### config.mk
export PLATFORM = sky130hd
export DESIGN_NAME = rf_read_seq
export DESIGN_NICKNAME = d
export VERILOG_FILES = /design/src/rtl/rf_read_seq_pkg.sv /design/src/rtl/rf_rdmux8.sv /design/src/rtl/rf_read_seq.sv
export SDC_FILE = /design/constraint.sdc
export NUM_CORES = 1
export LEC_CHECK = 0
export CAP_MARGIN = 20
export CELL_PAD_IN_SITES_DETAIL_PLACEMENT = 1
export CELL_PAD_IN_SITES_GLOBAL_PLACEMENT = 1
export CORE_MARGIN = 2
export CORE_UTILIZATION = 31
export CTS_BUF_LIST = sky130_fd_sc_hd__clkbuf_16
export DETAILED_ROUTE_END_ITERATION = 8
export MAX_ROUTING_LAYER = met4
export PLACE_DENSITY_LB_ADDON = 0.12
export SLEW_MARGIN = 20
export SYNTH_ARGS = -nofsm -noshare
export SYNTH_HDL_FRONTEND = slang
export SYNTH_SLANG_ARGS = --single-unit
export TNS_END_PERCENT = 5
### constraint.sdc
create_clock -name i_clk -period 4.84 [get_ports i_clk]
set_input_delay 0.968 -clock i_clk [delete_from_list [all_inputs] [get_ports i_clk]]
set_output_delay 0.968 -clock i_clk [all_outputs]
set_load 0.05 [all_outputs]
### src/rtl/rf_read_seq_pkg.sv
// Shared definitions for the register-file read sequencer.
// Contents: geometry of the 8x4 register file and the sequencer FSM state encoding.
package rf_read_seq_pkg;

  localparam int unsigned DATA_W = 4;  // bits per register
  localparam int unsigned DEPTH  = 8;  // number of registers
  localparam int unsigned ADDR_W = 3;  // log2(DEPTH)

  typedef enum logic {
    IDLE  = 1'b0,
    BURST = 1'b1
  } state_e;

endpackage

### src/rtl/rf_rdmux8.sv
// 8:1 read multiplexer for the register file, built as a three-level tree of 2:1 muxes.
// Ports:
//   i_reg_flat : flattened register contents, reg i on bits [DATA_W*i +: DATA_W]
//   i_sel      : register index to read
//   o_data     : selected register value (combinational)
module rf_rdmux8
  import rf_read_seq_pkg::*;
(
  input  logic [DEPTH*DATA_W-1:0] i_reg_flat,
  input  logic [ADDR_W-1:0]       i_sel,
  output logic [DATA_W-1:0]       o_data
);

  logic [DATA_W-1:0] w_lvl0 [8];
  logic [DATA_W-1:0] w_lvl1 [4];
  logic [DATA_W-1:0] w_lvl2 [2];

  for (genvar g = 0; g < 8; g++) begin : g_lvl0
    assign w_lvl0[g] = i_reg_flat[DATA_W*g +: DATA_W];
  end

  // Each level resolves one select bit, LSB first.
  for (genvar g = 0; g < 4; g++) begin : g_lvl1
    assign w_lvl1[g] = i_sel[0] ? w_lvl0[2*g+1] : w_lvl0[2*g];
  end

  for (genvar g = 0; g < 2; g++) begin : g_lvl2
    assign w_lvl2[g] = i_sel[1] ? w_lvl1[2*g+1] : w_lvl1[2*g];
  end

  assign o_data = i_sel[2] ? w_lvl2[1] : w_lvl2[0];

endmodule

### src/rtl/rf_read_seq.sv
// Read-side sequencer for the 8x4 register file. Accepts single reads and wrapping bursts
// over a valid/ready request channel and returns one registered beat at a time.
// Ports:
//   i_clk, i_rst_n  : clock, asynchronous active-low reset
//   i_reg_flat      : register contents, reg i on bits [DATA_W*i +: DATA_W]
//   i_req_valid/o_req_ready, i_req_addr, i_req_len : request (len = beats - 1)
//   o_rsp_valid/i_rsp_ready, o_rsp_data, o_rsp_addr, o_rsp_last : response beat
//   o_busy          : a burst is in progress or a beat is still held
module rf_read_seq
  import rf_read_seq_pkg::*;
(
  input  logic                    i_clk,
  input  logic                    i_rst_n,
  input  logic [DEPTH*DATA_W-1:0] i_reg_flat,
  input  logic                    i_req_valid,
  output logic                    o_req_ready,
  input  logic [ADDR_W-1:0]       i_req_addr,
  input  logic [ADDR_W-1:0]       i_req_len,
  output logic                    o_rsp_valid,
  input  logic                    i_rsp_ready,
  output logic [DATA_W-1:0]       o_rsp_data,
  output logic [ADDR_W-1:0]       o_rsp_addr,
  output logic                    o_rsp_last,
  output logic                    o_busy
);

  state_e              r_state;
  logic                r_rsp_valid;
  logic [DATA_W-1:0]   r_rsp_data;
  logic [ADDR_W-1:0]   r_rsp_addr;
  logic                r_rsp_last;
  logic [ADDR_W-1:0]   r_cur_addr;
  logic [ADDR_W-1:0]   r_count;

  logic                w_slot_free;
  logic                w_req_fire;
  logic [ADDR_W-1:0]   w_sel;
  logic [DATA_W-1:0]   w_rd_data;

  // The single output slot can take a new beat when empty or being drained this cycle.
  assign w_slot_free = !r_rsp_valid || i_rsp_ready;
  assign o_req_ready = (r_state == IDLE) && w_slot_free;
  assign w_req_fire  = i_req_valid && o_req_ready;

  // In IDLE the mux looks at the incoming request so the first beat loads on the accept edge.
  assign w_sel = (r_state == IDLE) ? i_req_addr : r_cur_addr;

  rf_rdmux8 u_rdmux (
    .i_reg_flat (i_reg_flat),
    .i_sel      (w_sel),
    .o_data     (w_rd_data)
  );

  always_ff @(posedge i_clk or negedge i_rst_n) begin
    if (!i_rst_n) begin
      r_state     <= IDLE;
      r_rsp_valid <= 1'b0;
      r_rsp_data  <= '0;
      r_rsp_addr  <= '0;
      r_rsp_last  <= 1'b0;
      r_cur_addr  <= '0;
      r_count     <= '0;
    end else begin
      unique case (r_state)
        IDLE: begin
          if (w_req_fire) begin
            r_rsp_valid <= 1'b1;
            r_rsp_data  <= w_rd_data;
            r_rsp_addr  <= i_req_addr;
            r_rsp_last  <= (i_req_len == '0);
            r_cur_addr  <= i_req_addr + ADDR_W'(1);
            r_count     <= i_req_len;
            r_state     <= (i_req_len != '0) ? BURST : IDLE;
          end else if (w_slot_free) begin
            r_rsp_valid <= 1'b0;
          end
        end
        BURST: begin
          if (w_slot_free) begin
            r_rsp_valid <= 1'b1;
            r_rsp_data  <= w_rd_data;
            r_rsp_addr  <= r_cur_addr;
            r_rsp_last  <= (r_count == ADDR_W'(1));
            r_cur_addr  <= r_cur_addr + ADDR_W'(1);
            r_count     <= r_count - ADDR_W'(1);
            // count==1 means this load is the final beat.
            if (r_count == ADDR_W'(1)) begin
              r_state <= IDLE;
            end
          end
        end
        default: r_state <= IDLE;
      endcase
    end
  end

  assign o_rsp_valid = r_rsp_valid;
  assign o_rsp_data  = r_rsp_data;
  assign o_rsp_addr  = r_rsp_addr;
  assign o_rsp_last  = r_rsp_last;
  assign o_busy      = (r_state == BURST) || r_rsp_valid;

endmodule

Word-level counts from Yosys, hierarchy flattened
Index checks and enable logic that the tools add are counted.
{"block": "word_totals", "reg_bits": 16, "out_inout_bits": 11}
{"block": "op_classes", "add_sub_neg": 3, "n_eq_ne": 4, "mux": 32, "n_bitwise": 1, "reduce_logical": 9}
{"cell": "4-bit two-way mux", "count": 9}
{"cell": "3-bit two-way mux", "count": 7}
{"cell": "3-bit case mux with 2 select lines", "count": 3}
{"cell": "1-bit two-way mux", "count": 9}
{"cell": "4-bit case mux with 2 select lines", "count": 1}
{"cell": "3-bit by 1-bit adder with 3-bit output (second input constant)", "count": 2}
{"cell": "1-bit case mux with 2 select lines", "count": 3}
{"cell": "2-bit AND reduction", "count": 2}
{"cell": "3-bit by 1-bit equality test with 1-bit output (second input constant)", "count": 1}
{"cell": "3-bit zero test", "count": 1}
{"cell": "3-bit inequality test (second input constant)", "count": 1}
{"cell": "3-bit nonzero test", "count": 1}
{"cell": "3-bit by 1-bit subtractor with 3-bit output (second input constant)", "count": 1}
{"cell": "1-bit logical AND", "count": 2}
{"cell": "1-bit logical OR", "count": 2}
{"cell": "2-bit by 1-bit inequality test with 1-bit output (second input constant)", "count": 1}
{"cell": "2-bit inequality test (second input constant)", "count": 1}
{"cell": "1-bit zero test", "count": 1}
{"cell": "1-bit NOT", "count": 1}

Logic depth before layout (Yosys ltp)
Gate-level depths: netlist (run 1).
{"block": "depth", "word_depth": 6, "ltp_mapped": 8, "depth_no_buf": 6}

Cells and area by module
Synthesis (run 1) repeated with hierarchy kept, for this count alone.
{"block": "hier_totals", "cells_unflattened": 97, "area_unflattened_um2": 1073.5}
{"mod": "rf_read_seq", "instances": 1, "cells_each": 83, "area_per_inst_um2": 803.3}
{"mod": "rf_rdmux8", "instances": 1, "cells_each": 14, "area_per_inst_um2": 270.3}

Worst setup path before layout (run 1)
Ideal clock, no wire load.
{"block": "synth_path", "kind": "in2out", "start": "in i_rsp_ready", "end": "out o_req_ready", "arrival_time_ns": 1.659, "required_time_ns": 3.872, "slack_ns": 2.213, "stages": 2, "path_buffers": 0, "cell_sequence": "nor2b_1 -> nor2_1"}
{"block": "synth_via", "elab_chain_cells": 2}
{"element": "start, declared", "line": "rf_read_seq.sv:20", "text": "input logic i_rsp_ready,"}
{"element": "1-bit logical OR", "line": "rf_read_seq.sv:41", "text": "assign w_slot_free = !r_rsp_valid || i_rsp_ready;"}
{"element": "1-bit logical AND", "line": "rf_read_seq.sv:42", "text": "assign o_req_ready = (r_state == IDLE) && w_slot_free;"}
{"element": "end, declared", "line": "rf_read_seq.sv:16", "text": "output logic o_req_ready,"}
No other way between the ends.

Worst setup path in the final report (run 1)
Ends and elaborated chain as after synthesis.

==> impl_metrics.json, run 1 <==
{
  "status": "finished, final reports clean",
  "required_ps": 3870,
  "synth_top_family_by_area": "multiplexers",
  "fillers": 396,
  "clock_latency_ps": 250,
  "fin_crit_sh_pct": 70.4,
  "ys_ff_latch": 16,
  "num_vias": 1004,
  "grt_pass1_wl_um": 4840,
  "end_kind": "output port",
  "syn_avg_cell_area_um2": 10.2,
  "route.detailed.drc": 0,
  "die_area_um2": 3930,
  "path_class": "in -> out",
  "synthesis.area_um2": 1070,
  "synth_edf_count": 0,
  "areaGrowthSynthToFinish_pct": 58.3,
  "gp_congestion": 0.734,
  "synth-compound-area-share_pct": 10.3,
  "drt_iter0_drc": 45,
  "synthTopCellsByArea": "dfrtp_1 (38%), mux4_1 (7.4%), mux2i_1 (5.6%)",
  "ir_worst_vdd_v": 0.000157,
  "cts_buffer_depth": 2,
  "tightest_slew_ps": 737,
  "io_pins": 53,
  "yosysMostFrequentCell": "dfrtp_1",
  "setup_viol": 0,
  "synth_cell_types": 30,
  "synth_area_leader_cell": "dfrtp_1",
  "worst_setup_path_start_kind": "input port",
  "grt.total_usage_pct": 16.0,
  "root_buffer": "clkbuf_16",
  "mappedNetlistNets": 150,
  "slew_viol_final": 0,
  "path_max_fanout": 3,
  "place_area_um2": 1610,
  "fin_area_um2": 1690,
  "grt_pass1_vias": 1073,
  "grt_max_degree": 20,
  "layout-drive-gt1-share_pct": 8.33,
  "path_clk_slew_ps": 50,
  "cts_tree": "done",
  "p_leak_nw": 0.694,
  "cts_setup_buffers": 0,
  "ctsResizeCount": 0,
  "routedWlPerCell_um": 13.7,
  "hold_class": "reg -> reg",
  "htreeDepth": 1,
  "yosysWarnings": 0,
  "initial_core_util_pct": 32.2,
  "antenna_left": 0,
  "fmax_ghz": 0.293,
  "cts.sinks": 16,
  "synthSimpleGateAreaFrac_pct": 19.0,
  "ys_seq_area_share_pct": 37.5,
  "synth_fa_ha_area_share_pct": 3.52,
  "totalWireLength_um": 2770,
  "rsz0062_at_grt": "no",
  "synthFlopType": "dfrtp_1",
  "min_period_ps": 3410,
  "cp.arrival_ps": 2440,
  "synth_cells": 105,
  "maxCapViolCount": 0,
  "placementRows": 21,
  "grt-ovfl-total": 0,
  "async_flop_share_pct": 100,
  "power_density_nw_per_um2": 585,
  "antenna_cells": 0,
  "grt_antenna_before_repair": 0,
  "drt_pre_antenna_iters": 4,
  "skew_ps": 1.58,
  "synth_xor_area_share_pct": 0,
  "via_per_inst": 4.97,
  "holdBufCountCts": 0,
  "slew_headroom_pct": 50.7,
  "dp_hpwl_um": 2230,
  "numCtsBuffers": 3,
  "ys_top_cells_by_count": "dfrtp_1 (16), nand2_1 (15), o21ai_0 (9)",
  "coreArea_um2": 3310,
  "finalNetCount": 203,
  "die_width_um": 62.7,
  "hold_viol_final": 0,
  "portBuffers": 52,
  "synth.area.mux_share_pct": 23.6,
  "synth.top_cell.area_share_pct": 37.5,
  "dieHeight_um": 62.7,
  "fin_setup_tns_ps": 0
}
-- logic make-up after synthesis --
kind of cell	Yosys count
AO/OA/AOI/OAI	18
adder cells (fa/ha/maj)	3
buffers and inverters	12
flip-flops	16
multiplexers	16
AND/OR/NAND/NOR	40
-- path summary, 6_finish.rpt --
path | start | endpoint | slack [ps] | cells after the start
min in group asynchronous | i_rst_n | r_count[2] | 1160 | 1
max in group asynchronous | i_rst_n | o_rsp_addr[2] | 3210 | 1
max | i_rsp_ready | o_req_ready | 1430 | 4
max reg2reg | r_state | r_cur_addr[2] | 2570 | 6
min reg2reg | o_rsp_addr[1] | o_rsp_addr[1] | 480 | 2
min | o_rsp_addr[1] | o_rsp_addr[1] | 480 | 2
-- through the flow --
stage	setup WS, ps	util (%)	hold WS, ps	power [mW]	std cells
final	1430	51.0	480	0.987	202
after global routing	1390	51.0	531	1.06	202
after floorplan	2210	-	450	0.683	105
after global placement	1490	48.8	464	0.824	199
after CTS	1430	51.0	486	1.01	202
after detailed placement	1430	48.8	475	0.842	199
-- worst max-delay path: stages --
cell             delay, ps
clkdlybuf4s50_1        480
nor2b_1                 80
nor2_1                 100
clkdlybuf4s50_1        820
-- placed cells by master, fill, tap and decap left out, drive strengths merged --
cell type and n:
mux4 4, nand3b 1, nand3 2, inv 7
clkdlybuf4s50 52, ha 3, or3 8, dfrtp 16
mux2 4, buf 1, a221o 1, nor3 1
o21ai 9, or2 2, mux2i 8, nand2b 2
nor2b 3, nand4 3, o211ai 1, clkbuf 3
nor2 3, a32oi 1, nand2 15, a21oi 2
a221oi 1, a21boi 1, a31oi 2
-- registers in the layout, indices dropped and copies added, names as in the netlist --
name	cells
o_rsp_data	4
o_rsp_addr	3
r_count	3
r_cur_addr	3
o_rsp_last	1
o_rsp_valid	1
r_state	1
-- area by class of cell --
type / count / area, µm² / area share (%)
clock buffer: 3 / 75.1 / 4.44
multi-input combinational: 77 / 602 / 35.6
sequential: 16 / 400 / 23.7
inverter: 7 / 26.3 / 1.56
timing repair buffer: 53 / 528 / 31.3
tap: 46 / 57.6 / 3.41
-- power breakdown --
part           total (mW)  internal, mW  leakage, nW  switching, mW
Combinational       0.568         0.257        0.468          0.311
Clock               0.159         0.108       0.0370         0.0506
Sequential          0.260         0.199        0.189         0.0615
-- routing by layer --
layer	part of all wire [%]	up-vias	GRT usage, %
met5	0	-	-
met4	2.1	0	8.06
met3	7.3	5	3.24
met2	52	45	27.0
met1	38	472	18.0
li1	-	482	-
Note: power is estimated with default switching activity, not from simulation.
==> inputs of run 2 (changes only) <==
- CORE_UTILIZATION: 31 -> 26
- clock period: 4.84 -> 3 ns (I/O delays scaled with it)
==> impl_metrics.json, run 2 (synthesized netlist as in run 1, its figures left out) <==
{
  "ir_worst_vdd_v": 0.000270,
  "reg2regPathDepth": 6,
  "cts_buffer_depth": 2,
  "tightest_slew_ps": 1040,
  "cts_tree": "done",
  "dp_hpwl_um": 2310,
  "r2r_start": "r_state",
  "slew_viol_final": 0,
  "grt_pass1_wl_um": 4880,
  "io_pins": 53,
  "areaGrowthSynthToFinish_pct": 60.3,
  "path_max_fanout": 12,
  "fmax_ghz": 0.401,
  "skew_ps": 3.75,
  "fin_crit_sh_pct": 83.1,
  "totalWireLength_um": 2900,
  "grt_max_degree": 17,
  "drt_pre_antenna_iters": 2,
  "dieHeight_um": 68.1,
  "root_buffer": "clkbuf_16",
  "layout-drive-gt1-share_pct": 10.1,
  "power_density_nw_per_um2": 958,
  "grt_antenna_before_repair": 0,
  "num_vias": 1016,
  "grt-ovfl-total": 0,
  "hp-start": "o_rsp_addr[1]",
  "whs_path_depth": 2,
  "portBuffers": 52,
  "via_per_inst": 4.86,
  "required_ps": 2400,
  "fillers": 449,
  "ctsResizeCount": 0,
  "die_area_um2": 4630,
  "die_width_um": 68.1,
  "clock_latency_ps": 250,
  "maxCapViolCount": 0,
  "path_clk_slew_ps": 50,
  "antenna_left": 0,
  "gp_congestion": 0.702,
  "slew_headroom_pct": 30.1,
  "grt.total_usage_pct": 14.8,
  "hold_class": "reg -> reg",
  "min_period_ps": 2490,
  "crit_path_start": "r_state",
  "htreeDepth": 1,
  "routedWlPerCell_um": 13.9,
  "status": "finished, final reports clean",
  "route.detailed.drc": 0,
  "worst_setup_path_start_kind": "flop",
  "grt_pass1_vias": 1056,
  "largest_register_ffs": 4,
  "numCtsBuffers": 3,
  "drt_iter0_drc": 29,
  "cp.arrival_ps": 1890,
  "cts_setup_buffers": 0,
  "p_leak_nw": 0.707,
  "coreArea_um2": 3970,
  "fin_setup_tns_ps": 0,
  "path_class": "reg -> out",
  "end_kind": "output port",
  "initial_core_util_pct": 26.9,
  "antenna_cells": 0,
  "hold_viol_final": 0,
  "placementRows": 23,
  "layout_commonest_cell": "clkdlybuf4s50_1",
  "final_cell_mix": "clkdlybuf4s50_1 (51), dfrtp_1 (16), nand2_1 (15), or3_1 (8), o21ai_0 (8)",
  "cts.sinks": 16,
  "power_mw": 1.64,
  "setup_viol": 0,
  "finalNetCount": 205,
  "rsz0062_at_grt": "no",
  "holdBufCountCts": 0
}
## run 2: routing by layer
| layer | vias up | part of all wire (%) | global-route usage [%] |
|---|---|---|---|
| li1 | 488 | - | - |
| met1 | 483 | 40 | 16.5 |
| met2 | 43 | 53 | 25.6 |
| met3 | 2 | 6.5 | 2.63 |
| met4 | 0 | 0.90 | 6.75 |
| met5 | - | 0 | - |
## run 2: power breakdown
| group | internal (mW) | switching (mW) | leakage, nW |
|---|---|---|---|
| clock network | 0.177 | 0.0876 | 0.0385 |
| registers | 0.321 | 0.0938 | 0.189 |
| logic | 0.430 | 0.529 | 0.479 |
## run 2: area by class of cell
type                    instances  area (µm²)  share of cell area (%)
multi-input cells              77         602                    35.2
repair buffers                 55         541                    31.6
flip-flops and latches         16         400                    23.4
clock buffers                   3        75.1                    4.39
well taps                      50        62.6                    3.66
inverters                       7        26.3                    1.54
clock inverters                 1        3.75                   0.219
## run 2: path summary, 6_finish.rpt
check | endpoint | slack, ps
hold / removal | o_rsp_addr[1] | 500
min in group asynchronous | o_rsp_data[1] | 790
setup / recovery | o_busy | 510
setup reg to reg | r_cur_addr[2] | 880
max in group asynchronous | o_rsp_addr[2] | 1730
hold reg to reg | o_rsp_addr[1] | 500
## run 2: per-stage QoR
step / util, % / instances / worst slack (ps) / hold slack [ps] / area (µm²)
3_5_place_dp: 41.1 / 205 / 461 / 482 / 1630
2_1_floorplan: - / 105 / 963 / 304 / 1070
4_1_cts: 43.1 / 209 / 486 / 499 / 1710
3_3_place_gp: 41.1 / 205 / 541 / 473 / 1630
6_report: 43.1 / 209 / 508 / 496 / 1710
5_1_grt: 43.1 / 209 / 429 / 530 / 1710
## run 2: worst max-delay path, cell delays in order (launching register included)
cell and delay (ps):
dfrtp_1 650, or2_2 200, clkdlybuf4s50_1 790
==> inputs of run 3 (changes only) <==
- CORE_UTILIZATION: 26 -> 29
- clock period: 3 -> 2.4 ns (I/O delays scaled with it)
==> impl_metrics.json, run 3 (synthesized netlist as in run 1, its figures left out) <==
{
  "largest_register_ffs": 4,
  "skew_ps": 0.774,
  "via_per_inst": 4.88,
  "multiInputGateArea_um2": 602,
  "combPwrFrac_pct": 59.9,
  "dp_hpwl_um": 2360,
  "holdBufCountCts": 0,
  "p_int_mw": 1.21,
  "initial_core_util_pct": 29.6,
  "power.switching_mw": 0.886,
  "path_clk_slew_ps": 50,
  "crit_path_end": "o_busy",
  "top_layer_used": "met4",
  "fin_area_um2": 1750,
  "totalWireLength_um": 2860,
  "path_class": "reg -> out",
  "grt_pass1_vias": 1118,
  "grt-ovfl-total": 0,
  "r2r_end": "r_count[2]",
  "drt_pre_antenna_iters": 2,
  "r2r_slack_ps": 430,
  "die_width_um": 64.7,
  "maxCapViolCount": 0,
  "layout-drive-gt1-share_pct": 12.3,
  "final_cell_mix": "clkdlybuf4s50_1 (50), dfrtp_1 (16), nand2_1 (15), or3_1 (8), o21ai_0 (8)",
  "tightest_slew_ps": 754,
  "hold_class": "reg -> reg",
  "antenna_left": 0,
  "cts.sinks": 16,
  "power_frac_clock_pct": 15.6,
  "slowest_delay_ps": 530,
  "seqCellArea_um2": 400,
  "drt_iter0_drc": 45,
  "placementRows": 22,
  "dr_wl_met2_um": 1500,
  "crit_path_start": "r_state",
  "portBuffers": 52,
  "grt_max_degree": 17,
  "cts_tree": "done",
  "hold_viol_final": 0,
  "ctsResizeCount": 0,
  "die_area_um2": 4180,
  "dieHeight_um": 64.7,
  "root_buffer": "clkbuf_16",
  "rsz0062_at_grt": "no",
  "slew_headroom_pct": 49.6,
  "finalNetCount": 208,
  "grt_pass1_wl_um": 4890,
  "routedWlPerCell_um": 13.6,
  "power_density_nw_per_um2": 1190,
  "slew_viol_final": 0,
  "wirelength_met1_um": 1140,
  "crit_path_top_delay_cell": "dfrtp_1",
  "num_vias": 1024,
  "route.detailed.drc": 0,
  "place_area_um2": 1670,
  "cts_buffer_depth": 2,
  "pwr-share-seq_pct": 24.5,
  "ir_worst_vdd_v": 0.000323,
  "gp_congestion": 0.776,
  "setup_viol": 0,
  "wl_met3_um": 212,
  "cp_cell_sequence": "buf_4, or2_2, buf_4",
  "cp.arrival_ps": 1510,
  "cp_common_cell": "buf_4",
  "worst_setup_path_start_kind": "flop",
  "cts_setup_buffers": 0,
  "end_kind": "output port",
  "preCtsSetupSlack_ps": 208,
  "layout_setup_ws_ps": 407,
  "min_period_ps": 1990,
  "p_sw_share_pct": 42.3,
  "p_leak_nw": 0.728,
  "path_max_fanout": 12,
  "grt.total_usage_pct": 15.7,
  "fin_crit_sh_pct": 83.0,
  "fin_setup_tns_ps": 0,
  "fillers": 425,
  "coreArea_um2": 3610,
  "antenna_cells": 0,
  "layout_commonest_cell": "clkdlybuf4s50_1",
  "status": "finished, final reports clean",
  "htreeDepth": 1,
  "areaGrowthSynthToFinish_pct": 64.2,
  "io_pins": 53,
  "reg2regPathDepth": 4,
  "numCtsBuffers": 3,
  "required_ps": 1920,
  "clock_latency_ps": 240,
  "r2r_start": "r_state",
  "final_util_pct": 48.6,
  "fmax_ghz": 0.502,
  "grt_antenna_before_repair": 0
}
[run 3: cell types whose count changed in the layout (fill, tap and decap cells not counted)]
cell / before / now
buf_12: 0 / 2
clkdlybuf4s50_1: 51 / 50
buf_4: 4 / 6
[run 3: worst max-delay path: cells and delay by family, from the launching register on]
kind                   cells  cell delay [ps]
DFF                        1              530
buffers and inverters      2              440
and+or+nand+nor            1              300
[run 3: how the worst min path moves through the flow]
stage                     from             to  cells after the start
finish              r_count[1]     r_count[1]                      2
global route        r_count[1]     r_count[1]                      2
CTS                 r_count[1]     r_count[1]                      2
detailed placement  r_count[1]     r_count[1]                      2
global placement    r_count[1]     r_count[1]                      2
floorplan              i_rst_n  o_rsp_addr[0]                      0
[run 3: per-stage QoR]
step           power [mW]  instances  hold WS (ps)
3_3_place_gp         1.75        206           465
2_1_floorplan        1.38        105           184
6_report             2.09        210           486
3_5_place_dp         1.79        206           478
4_1_cts              2.13        210           490
5_1_grt              2.26        210           520
[run 3: power groups by stage]
stage	combinational [mW]	sequential (mW)	clock, mW
finish	1.25	0.513	0.326
floorplan	0.662	0.716	0
global route	1.37	0.533	0.355
CTS	1.28	0.516	0.334
detailed placement	1.27	0.518	0
global placement	1.24	0.509	0
[run 3: cell type report]
type	count	share of cell area [%]
inverter	7	1.50
tap	48	3.43
timing repair buffer	58	33.4
multi-input combinational	77	34.3
sequential	16	22.8
clock inverter	1	0.214
clock buffer	3	4.28
[run 3: routing by layer]
layer	vias up	GRT usage [%]
li1	495	-
met1	482	17.0
met2	43	27.7
met3	4	3.65
met4	0	6.38
met5	-	-
